<file path="config.mk">
export PLATFORM = sky130hd
export DESIGN_NAME = demux1to2_64_pkt_flat
export DESIGN_NICKNAME = d
export VERILOG_FILES = /design/src/rtl/demux1to2_64_pkt_pkg.sv /design/src/rtl/demux1to2_64_pkt_if.sv /design/src/rtl/demux1to2_64_pkt_out_stage.sv /design/src/rtl/demux1to2_64_pkt.sv /design/src/flat_wrapper.sv
export SDC_FILE = /design/constraint.sdc
export NUM_CORES = 1
export LEC_CHECK = 0
export ABC_CLOCK_PERIOD_IN_PS = 3400
export CAP_MARGIN = 5
export CORE_MARGIN = 5
export CORE_UTILIZATION = 40
export DETAILED_ROUTE_END_ITERATION = 8
export PLACE_DENSITY = 0.8
export SLEW_MARGIN = 0
export SYNTH_ARGS = -nofsm -noshare
export SYNTH_HDL_FRONTEND = slang
export SYNTH_SLANG_ARGS = --single-unit
</file>
<file path="constraint.sdc">
create_clock -name clk -period 3.4 [get_ports clk]
set_clock_uncertainty 0.15 [all_clocks]
set_input_delay 0.51 -clock clk [delete_from_list [all_inputs] [get_ports clk]]
set_output_delay 0.51 -clock clk [all_outputs]
set_load 0.01 [all_outputs]
</file>
<file path="src/rtl/demux1to2_64_pkt_pkg.sv">
// Shared state encodings and width defaults for the packet-granular 1:2 demultiplexer.
package demux1to2_64_pkt_pkg;

   localparam int DEF_DATA_WIDTH = 64;
   localparam int DEF_CNT_WIDTH  = 16;

   typedef enum logic [1:0] {
      IDLE   = 2'd0,
      ROUTE0 = 2'd1,
      ROUTE1 = 2'd2
   } state_t;

   function automatic state_t route_state(input logic port);
      return port ? ROUTE1 : ROUTE0;
   endfunction

endpackage

</file>
<file path="src/rtl/demux1to2_64_pkt_if.sv">
// Valid/ready word stream with SOP/EOP framing, used for the input and both outputs.
interface demux1to2_64_pkt_if #(
   parameter int DATA_WIDTH = demux1to2_64_pkt_pkg::DEF_DATA_WIDTH
);

   logic [DATA_WIDTH-1:0] data;
   logic                  sop;
   logic                  eop;
   logic                  valid;
   logic                  ready;

   modport master (
      output data,
      output sop,
      output eop,
      output valid,
      input  ready
   );

   modport slave (
      input  data,
      input  sop,
      input  eop,
      input  valid,
      output ready
   );

endinterface

</file>
<file path="src/rtl/demux1to2_64_pkt_out_stage.sv">
// One-deep valid/ready output register holding a {data, sop, eop} word.
module pkt_out_stage_64 #(
   parameter int WIDTH = 66
) (
   input  logic             clk,
   input  logic             reset,
   input  logic             load,
   input  logic [WIDTH-1:0] din,
   input  logic             ready,
   output logic             valid,
   output logic [WIDTH-1:0] dout,
   output logic             room
);

   // Room exists when empty or when the current word leaves on this edge.
   assign room = !valid || ready;

   // NOTE: non-blocking assignments so every register updates from pre-edge values.
   always_ff @(posedge clk) begin
      if (reset) begin
         valid <= 1'b0;
         dout  <= '0;
      end else if (load) begin
         valid <= 1'b1;
         dout  <= din;
      end else if (ready) begin
         valid <= 1'b0;
      end
   end

endmodule

</file>
<file path="src/rtl/demux1to2_64_pkt.sv">
// Steers whole SOP/EOP-framed packets to one of two registered output ports,
// chosen by sel on the SOP word, with per-port packet and framing-drop counters.
module demux1to2_64_pkt
   import demux1to2_64_pkt_pkg::*;
#(
   parameter int DATA_WIDTH = DEF_DATA_WIDTH,
   parameter int CNT_WIDTH  = DEF_CNT_WIDTH
) (
   input  logic                  clk,
   input  logic                  reset,
   input  logic                  sel,
   demux1to2_64_pkt_if.slave     in_port,
   demux1to2_64_pkt_if.master    out0,
   demux1to2_64_pkt_if.master    out1,
   output logic [CNT_WIDTH-1:0]  pkt_cnt0,
   output logic [CNT_WIDTH-1:0]  pkt_cnt1,
   output logic [CNT_WIDTH-1:0]  drop_cnt,
   output logic                  busy
);

   localparam int WORD_W = DATA_WIDTH + 2;

   state_t              state;
   state_t              state_nxt;
   logic                room0;
   logic                room1;
   logic                load0;
   logic                load1;
   logic                valid0;
   logic                valid1;
   logic                in_ready;
   logic                drop_inc;
   logic                route_port;
   logic [WORD_W-1:0]   word;
   logic [WORD_W-1:0]   dout0;
   logic [WORD_W-1:0]   dout1;

   assign route_port = (state == ROUTE1);

   // NOTE: every signal gets a default first so no latch is inferred.
   always_comb begin
      state_nxt = state;
      in_ready  = 1'b0;
      load0     = 1'b0;
      load1     = 1'b0;
      drop_inc  = 1'b0;
      word      = {in_port.data, in_port.sop, in_port.eop};

      if (!reset) begin
         case (state)
            IDLE: begin
               if (in_port.sop) begin
                  in_ready = sel ? room1 : room0;
                  if (in_port.valid && in_ready) begin
                     load0 = !sel;
                     load1 = sel;
                     if (!in_port.eop) state_nxt = route_state(sel);
                  end
               end else begin
                  in_ready = 1'b1;
                  drop_inc = in_port.valid;
               end
            end
            ROUTE0, ROUTE1: begin
               in_ready = route_port ? room1 : room0;
               if (in_port.valid && in_ready) begin
                  load0 = !route_port;
                  load1 = route_port;
                  if (in_port.sop) begin
                     // A new SOP closes the broken packet: forward it as its last word.
                     word      = {in_port.data, 2'b01};
                     drop_inc  = 1'b1;
                     state_nxt = IDLE;
                  end else if (in_port.eop) begin
                     state_nxt = IDLE;
                  end
               end
            end
            default: state_nxt = IDLE;
         endcase
      end
   end

   always_ff @(posedge clk) begin
      if (reset) state <= IDLE;
      else       state <= state_nxt;
   end

   always_ff @(posedge clk) begin
      if (reset) begin
         pkt_cnt0 <= '0;
         pkt_cnt1 <= '0;
         drop_cnt <= '0;
      end else begin
         if (load0 && word[0]) pkt_cnt0 <= pkt_cnt0 + CNT_WIDTH'(1);
         if (load1 && word[0]) pkt_cnt1 <= pkt_cnt1 + CNT_WIDTH'(1);
         if (drop_inc)         drop_cnt <= drop_cnt + CNT_WIDTH'(1);
      end
   end

   pkt_out_stage_64 #(.WIDTH(WORD_W)) u_stage0 (
      .clk   (clk),
      .reset (reset),
      .load  (load0),
      .din   (word),
      .ready (out0.ready),
      .valid (valid0),
      .dout  (dout0),
      .room  (room0)
   );

   pkt_out_stage_64 #(.WIDTH(WORD_W)) u_stage1 (
      .clk   (clk),
      .reset (reset),
      .load  (load1),
      .din   (word),
      .ready (out1.ready),
      .valid (valid1),
      .dout  (dout1),
      .room  (room1)
   );

   assign in_port.ready = in_ready;

   assign out0.data  = dout0[WORD_W-1:2];
   assign out0.sop   = dout0[1];
   assign out0.eop   = dout0[0];
   assign out0.valid = valid0;

   assign out1.data  = dout1[WORD_W-1:2];
   assign out1.sop   = dout1[1];
   assign out1.eop   = dout1[0];
   assign out1.valid = valid1;

   assign busy = (state != IDLE);

endmodule

</file>
<file path="src/flat_wrapper.sv">
// flat-port wrapper written by rule: the top's interface ports become plain ports
module demux1to2_64_pkt_flat import demux1to2_64_pkt_pkg::*;
#(
   parameter int DATA_WIDTH = DEF_DATA_WIDTH,
   parameter int CNT_WIDTH  = DEF_CNT_WIDTH
)
  (clk, reset, sel, pkt_cnt0, pkt_cnt1, drop_cnt, busy, in_port_data, in_port_sop, in_port_eop, in_port_valid, in_port_ready, out0_data, out0_sop, out0_eop, out0_valid, out0_ready, out1_data, out1_sop, out1_eop, out1_valid, out1_ready);
  demux1to2_64_pkt_if #(.DATA_WIDTH(DATA_WIDTH)) in_port_i ();
  demux1to2_64_pkt_if #(.DATA_WIDTH(DATA_WIDTH)) out0_i ();
  demux1to2_64_pkt_if #(.DATA_WIDTH(DATA_WIDTH)) out1_i ();
  input  logic clk;
  input  logic reset;
  input  logic sel;
  output logic [CNT_WIDTH-1:0] pkt_cnt0;
  output logic [CNT_WIDTH-1:0] pkt_cnt1;
  output logic [CNT_WIDTH-1:0] drop_cnt;
  output logic busy;
  input wire logic [$bits(in_port_i.data)-1:0] in_port_data;
  input wire logic [$bits(in_port_i.sop)-1:0] in_port_sop;
  input wire logic [$bits(in_port_i.eop)-1:0] in_port_eop;
  input wire logic [$bits(in_port_i.valid)-1:0] in_port_valid;
  output wire logic [$bits(in_port_i.ready)-1:0] in_port_ready;
  output wire logic [$bits(out0_i.data)-1:0] out0_data;
  output wire logic [$bits(out0_i.sop)-1:0] out0_sop;
  output wire logic [$bits(out0_i.eop)-1:0] out0_eop;
  output wire logic [$bits(out0_i.valid)-1:0] out0_valid;
  input wire logic [$bits(out0_i.ready)-1:0] out0_ready;
  output wire logic [$bits(out1_i.data)-1:0] out1_data;
  output wire logic [$bits(out1_i.sop)-1:0] out1_sop;
  output wire logic [$bits(out1_i.eop)-1:0] out1_eop;
  output wire logic [$bits(out1_i.valid)-1:0] out1_valid;
  input wire logic [$bits(out1_i.ready)-1:0] out1_ready;
  assign in_port_i.data = in_port_data;
  assign in_port_i.sop = in_port_sop;
  assign in_port_i.eop = in_port_eop;
  assign in_port_i.valid = in_port_valid;
  assign in_port_ready = in_port_i.ready;
  assign out0_data = out0_i.data;
  assign out0_sop = out0_i.sop;
  assign out0_eop = out0_i.eop;
  assign out0_valid = out0_i.valid;
  assign out0_i.ready = out0_ready;
  assign out1_data = out1_i.data;
  assign out1_sop = out1_i.sop;
  assign out1_eop = out1_i.eop;
  assign out1_valid = out1_i.valid;
  assign out1_i.ready = out1_ready;
  demux1to2_64_pkt #(.DATA_WIDTH(DATA_WIDTH), .CNT_WIDTH(CNT_WIDTH)) u_core (.clk(clk), .reset(reset), .sel(sel), .in_port(in_port_i), .out0(out0_i), .out1(out1_i), .pkt_cnt0(pkt_cnt0), .pkt_cnt1(pkt_cnt1), .drop_cnt(drop_cnt), .busy(busy));
endmodule
</file>
## Word level (Yosys, flattened, before mapping)

Cells that the tools add are included.

- Register bits after elaboration: 184
- Bits in latches: 0
- RAM bits: 0
- ROM bits: 0
- Memories: 0

- $add $sub $neg: 3
- Multiply operators: 0
- Divide/modulo/power cells: 0
- Magnitude comparators: 0
- Eq/ne operators: 7
- Shift-type cells: 0
- Mux-type cells: 36
- Bitwise operators: 0
- Reductions and logical operators: 16

Operator list:

| kind | number |
|---|---|
| $add A16 B1 Y16 const B | 3 |
| $mux W1 | 21 |
| $mux W2 | 10 |
| $pmux W1 S2 | 4 |
| $reduce_bool A2 Y1 | 3 |
| $reduce_and A5 Y1 | 1 |
| $logic_and A1 B1 Y1 | 4 |
| $logic_not A1 Y1 | 4 |
| $ne A2 B1 Y1 const B | 2 |
| $ne A2 B2 Y1 const B | 2 |
| $pmux W2 S2 | 1 |
| $ne A3 B3 Y1 const B | 1 |
| $eq A2 B1 Y1 const B | 1 |
| $eq A2 B2 Y1 const B | 1 |
| $logic_not A2 Y1 | 1 |
| $logic_or A1 B1 Y1 | 2 |
| $reduce_or A2 Y1 | 1 |

## Longest topological paths before layout

Gate-level depths: netlist of run 1.

- Word-level depth: 9
- Mapped depth: 10
- Depth with buffers taken out: 7

## By module

From an unflattened synthesis of run 1, not the netlist that was laid out.

- Cell total of the unflattened synthesis: 759
- Area total of the unflattened synthesis: 7504.7 um2

By module, submodules not included:

| module | times used | cells an instance | area an instance (um2) |
|---|---|---|---|
| pkt_out_stage_64 | 2 | 217 | 2397.3 |
| demux1to2_64_pkt | 1 | 325 | 2710.1 |

## Worst setup path after synthesis of run 1

Ideal clock, no wire load.

- Kind: input-to-reg
- Start point: input port reset
- End point: register u_core.pkt_cnt1[15]
- Setup time: 135 ps
- Data arrival time: 2298 ps
- Slack: 817 ps
- Cell stages on the path: 8
- Buffers on the path: 3
- Path through: clkbuf_1 > or3b_1 > buf_2 > nor4_4 > o21ai_2 > buf_2 > o311ai_0 > o41ai_1

- Longest elaborated chain between the ends: 2
- Elaborated cells between the ends (all ways): 3

Ends and longest elaborated chain:

| what | line | RTL |
|---|---|---|
| start: declaration | flat_wrapper.sv:12 | `input logic reset;` |
| $mux W1 or $mux W2 (tied branches) | demux1to2_64_pkt.sv:49 | `if (!reset) begin` |
| $logic_and A1 B1 Y1 | demux1to2_64_pkt.sv:96 | `if (load1 && word[0]) pkt_cnt1 <= pkt_cnt1 + CNT_WIDTH'(1);` |
| end signal: assignment | demux1to2_64_pkt.sv:96 |  |
| end: declaration | demux1to2_64_pkt.sv:16 | `output logic [CNT_WIDTH-1:0] pkt_cnt1,` |

Parallel ways exist; a longest one is shown, timed or not.
A chain may end at the register's enable or synchronous reset.

## Worst setup path after layout of run 1

- Start point: register u_core.state[0]
- End point: output port in_port_ready

- Longest elaborated chain between the ends: 4
- Elaborated cells between the ends (all ways): 7

Ends and longest elaborated chain:

| what | line | RTL |
|---|---|---|
| start: declaration | demux1to2_64_pkt.sv:23 | `state_t state;` |
| start signal: assignment | demux1to2_64_pkt.sv:86 | `else state <= state_nxt;` |
| $eq A2 B2 Y1 or $eq A2 B1 Y1 (tied branches) | demux1to2_64_pkt.sv:38, demux1to2_64_pkt.sv:50 |  |
| $mux W1 or $reduce_or A2 Y1 (tied branches) | demux1to2_64_pkt.sv:65, demux1to2_64_pkt.sv:50 |  |
| $pmux W1 S2 * | demux1to2_64_pkt.sv:50 | `case (state)` |
| $mux W1 * | demux1to2_64_pkt.sv:49 |  |
| end: declaration | flat_wrapper.sv:22 | `output wire logic [$bits(in_port_i.ready)-1:0] in_port_ready;` |

Every way passes the cells marked *; elsewhere a longest branch is shown, timed or not.

==> results of run 1 <==
[placed cells by master, fill, tap and decap left out, types with 6 or more instances in the layout]
cell,n
nand2_1,289
clkdlybuf4s50_1,254
dfxtp_1,184
o21ai_0,147
nor2_1,36
a21oi_1,20
xnor2_1,17
clkbuf_16,17
nand3_1,12
nand4_1,9
nor4_1,9
buf_4,9
xor2_1,8
or3_1,8
o2111ai_1,7
mux2i_1,7
buf_12,7
inv_1,6
o31ai_1,6
ha_1,6
inv_6,6
[layout make-up]
type | count | area [um^2]
Clock buffer | 18 | 439
Clock inverter | 14 | 158
Fill cell | 1550 | 6860
Inverter | 7 | 28.8
Multi-Input combinational cell | 639 | 3210
Sequential cell | 184 | 3680
Tap cell | 225 | 282
Timing Repair Buffer | 271 | 2760
[how the worst max path moves through the flow]
stage / startpoint / to / slack [ps] / cells past startpoint
global placement: out1_ready / u_core.drop_cnt[14] / 470 / 6
CTS: u_core.state[0] / in_port_ready / 420 / 6
detailed placement: in_port_sop / u_core.drop_cnt[14] / 440 / 6
global route: u_core.state[0] / in_port_ready / 300 / 6
floorplan: reset / u_core.pkt_cnt1[15] / 820 / 8
finish: u_core.state[0] / in_port_ready / 430 / 6
[state kept, by name (all words and copies together) (netlist names)]
signal                 flops
u_core.pkt_cnt1           16
u_core.u_stage1.dout      66
u_core.u_stage1.valid      1
u_core.pkt_cnt0           16
u_core.state               2
u_core.drop_cnt           16
u_core.u_stage0.valid      1
u_core.u_stage0.dout      66
[cells in the mapped netlist, types with 2 or more instances]
master	number	share of area [%]
a211oi_1	3	0.32
a21oi_1	20	1.4
and2_1	4	0.35
and3_1	5	0.44
and3b_1	2	0.25
and4_1	5	0.61
buf_1	5	0.26
buf_2	3	0.21
clkbuf_1	51	2.7
dfxtp_1	184	52
ha_1	6	1.1
inv_1	7	0.37
mux2i_1	7	0.98
nand2_1	289	15
nand2b_1	2	0.18
nand3_1	12	0.84
nand3b_1	3	0.32
nand4_1	9	0.79
nor2_1	37	1.9
nor2b_1	2	0.18
nor3_1	4	0.28
nor3b_1	3	0.32
nor4_1	9	0.79
o2111ai_1	7	0.86
o21ai_0	147	10
o311ai_0	2	0.25
o31ai_1	6	0.63
or3_1	8	0.70
or4_1	5	0.53
xnor2_1	17	2.1
xor2_1	8	0.98
[power by group through the flow]
stage | sequential, mW | clock [mW] | combinational (mW)
global route | 2.39 | 2.13 | 0.917
global placement | 2.42 | 0 | 0.832
detailed placement | 2.43 | 0 | 0.849
finish | 2.38 | 1.98 | 0.845
CTS | 2.38 | 2.02 | 0.853
floorplan | 2.49 | 0 | 0.275
[metrics by stage]
step                      setup WS (ps)  utilization (%)  hold WS, ps  instances
after floorplan                     817                -          328        889
final                               435             60.6          231       1358
after detailed placement            439             57.2          298       1326
after CTS                           415             60.6          193       1358
after global placement              473             57.2          292       1326
after global routing                297             60.6          222       1358
[routing by layer]
layer	track usage [%]	vias to the layer above	part of all wire, %
met2	32.5	246	47
met3	5.26	32	8.0
met4	6.34	0	2.6
li1	-	3456	-
met1	24.0	3086	42
met5	0	-	0
[worst reg2reg max path: cells and delay by family, from the launching register on]
family,cells,cell delay [ps]
adder cells (fa/ha/maj),1,280
buffers and inverters,1,80
AO/OA/AOI/OAI,1,520
AND/OR/NAND/NOR,3,980
XOR/XNOR,1,150
flip-flops,1,360
[cell families (layout without fill, tap and decap cells)]
| family | after synthesis | after routing | synth area share [%] |
|---|---|---|---|
| buffers and inverters | 66 | 310 | 3.52 |
| adder cells (fa/ha/maj) | 6 | 6 | 1.05 |
| AO/OA/AOI/OAI | 195 | 195 | 14.9 |
| XOR/XNOR | 25 | 25 | 3.07 |
| flip-flops | 184 | 184 | 51.6 |
| AND/OR/NAND/NOR | 405 | 405 | 24.7 |
| multiplexers | 8 | 8 | 1.14 |
==> impl_metrics.env, run 1 <==
export IMPL_status="complete, no violations"
export IMPL_ff2ff_path_depth=7
export IMPL_slowest_stage="clkdlybuf4s50_1"
export IMPL_cts_tree="built"
export IMPL_die_w_um=144
export IMPL_clk_insertion_delay_late_ps=410
export IMPL_via_per_inst=5.02
export IMPL_finalSetupTns_ps=0
export IMPL_die_height_um=144
export IMPL_ys_types=48
export IMPL_syn_to_final_growth_pct=47.9
export IMPL_max_slew_worst_pin_slew_ps=654
export IMPL_setup_viol=0
export IMPL_power_internal_mw=3.80
export IMPL_ys_flop_type="dfxtp_1"
export IMPL_synth_edf_count=0
export IMPL_grt_first_pass_wirelength_mm=32.5
export IMPL_rr_endpoint="u_core.drop_cnt[14]"
export IMPL_post_synth_instance_area_mm2=0.00714
export IMPL_min_period_ps=2970
export IMPL_drc=0
export IMPL_core_mm2=0.0174
export IMPL_swShare_pct=27.0
export IMPL_p_clk_share_pct=38.1
export IMPL_cp_slowest_stage_delay_ps=500
export IMPL_p_switching_mw=1.41
export IMPL_cts_buffers=17
export IMPL_hold_viol=0
export IMPL_n_antenna_cell=0
export IMPL_yosysWarnings=0
export IMPL_maxCapViolations=0
export IMPL_slew_headroom_pct=56.3
export IMPL_power_total_mw=5.20
export IMPL_hold_path_class="primary input to flop"
export IMPL_syn_area_per_cell_um2=8.03
export IMPL_boundaryPins=256
export IMPL_grt_antenna_before_repair=0
export IMPL_ctsLongestPathBuffers=2
export IMPL_leakage_nw=3.65
export IMPL_syn_inst=889
export IMPL_worst_path_buf_inv=2
export IMPL_die_area_mm2=0.0206
export IMPL_cts_root_buf="clkbuf_16"
export IMPL_nets=1198
export IMPL_routabilityCongestion=0.862
export IMPL_drive_above_1_share_pct=5.12
export IMPL_drtIter0Drc=305
export IMPL_rows=48
export IMPL_synthArstFlopShare_pct=0
export IMPL_r2r_start="u_core.state[0]"
export IMPL_groute_usage_overall_pct=19.3
export IMPL_cts_repair_resized=0
export IMPL_fin_area_mm2=0.0106
export IMPL_powerDensity_mw_per_mm2=493
export IMPL_holdBufCountCts=0
export IMPL_clkTransAtPathRegs_ps=70
export IMPL_whs_endpoint="u_core.state[1]"
export IMPL_wire_per_inst_um=15.1
export IMPL_grt_max_degree=78
export IMPL_max_freq_mhz=337
export IMPL_dp_hpwl_mm=14.9
export IMPL_maxSlewViolCount=0
export IMPL_initial_core_util_pct=41.0
export IMPL_critical_path_top_delay_family="simple AND/OR/NAND/NOR gates"
export IMPL_crit_required_ps=2740
export IMPL_ys_ff_latch=184
export IMPL_first_global_vias=6392
export IMPL_synth_yosys_seq_area_share_pct=51.6
export IMPL_postPlaceCellArea_mm2=0.00996
export IMPL_cp_max_fo=6
export IMPL_post_cts_buffers=0
export IMPL_cts_num_sinks=184
export IMPL_drt_pass1_iterations=5
export IMPL_hold_path_cell_count=2
export IMPL_path_class="flop to output port"
export IMPL_cp_end_kind="output port"
export IMPL_grt_overflow=0
export IMPL_cts_htree_levels=4
export IMPL_min_period_over_period_pct=87.2
export IMPL_pwr_share_seq_pct=45.7
export IMPL_startpoint_type="flop"
export IMPL_worstHoldStart="reset"
export IMPL_reg2reg_slack_ps=760
export IMPL_io_buffers=255
export IMPL_synth_nets=967
export IMPL_peakVddDrop_v=0.000457
export IMPL_crit_chain="inv_1 -> ha_1 -> or3b_2 -> nand3_1 -> a21boi_0 -> clkdlybuf4s50_1"
export IMPL_rsz0062_at_grt="no"
export IMPL_crit_arrival_ps=2310
export IMPL_antenna_left=0
export IMPL_combPwrFrac_pct=16.2
export IMPL_wl_mm=20.5
export IMPL_vias=6820
No activity file was read; power rests on OpenSTA's default activity.
==> run 2, diff against run 1 <==
--- a/config.mk
+++ b/config.mk
@@ -5,7 +5,6 @@
 export SDC_FILE = /design/constraint.sdc
 export NUM_CORES = 1
 export LEC_CHECK = 0
-export ABC_CLOCK_PERIOD_IN_PS = 3400
 export CAP_MARGIN = 5
 export CORE_MARGIN = 5
 export CORE_UTILIZATION = 40
==> results of run 2 <==
Final layout, timing and power as in run 1 (identical DEF).
==> run 3, diff against run 2 <==
--- a/config.mk
+++ b/config.mk
@@ -10,6 +10,7 @@
 export CORE_UTILIZATION = 40
 export DETAILED_ROUTE_END_ITERATION = 8
 export PLACE_DENSITY = 0.8
+export SKIP_LAST_GASP = 1
 export SLEW_MARGIN = 0
 export SYNTH_ARGS = -nofsm -noshare
 export SYNTH_HDL_FRONTEND = slang
==> results of run 3 <==
Final layout, timing and power as in run 1 (identical DEF).
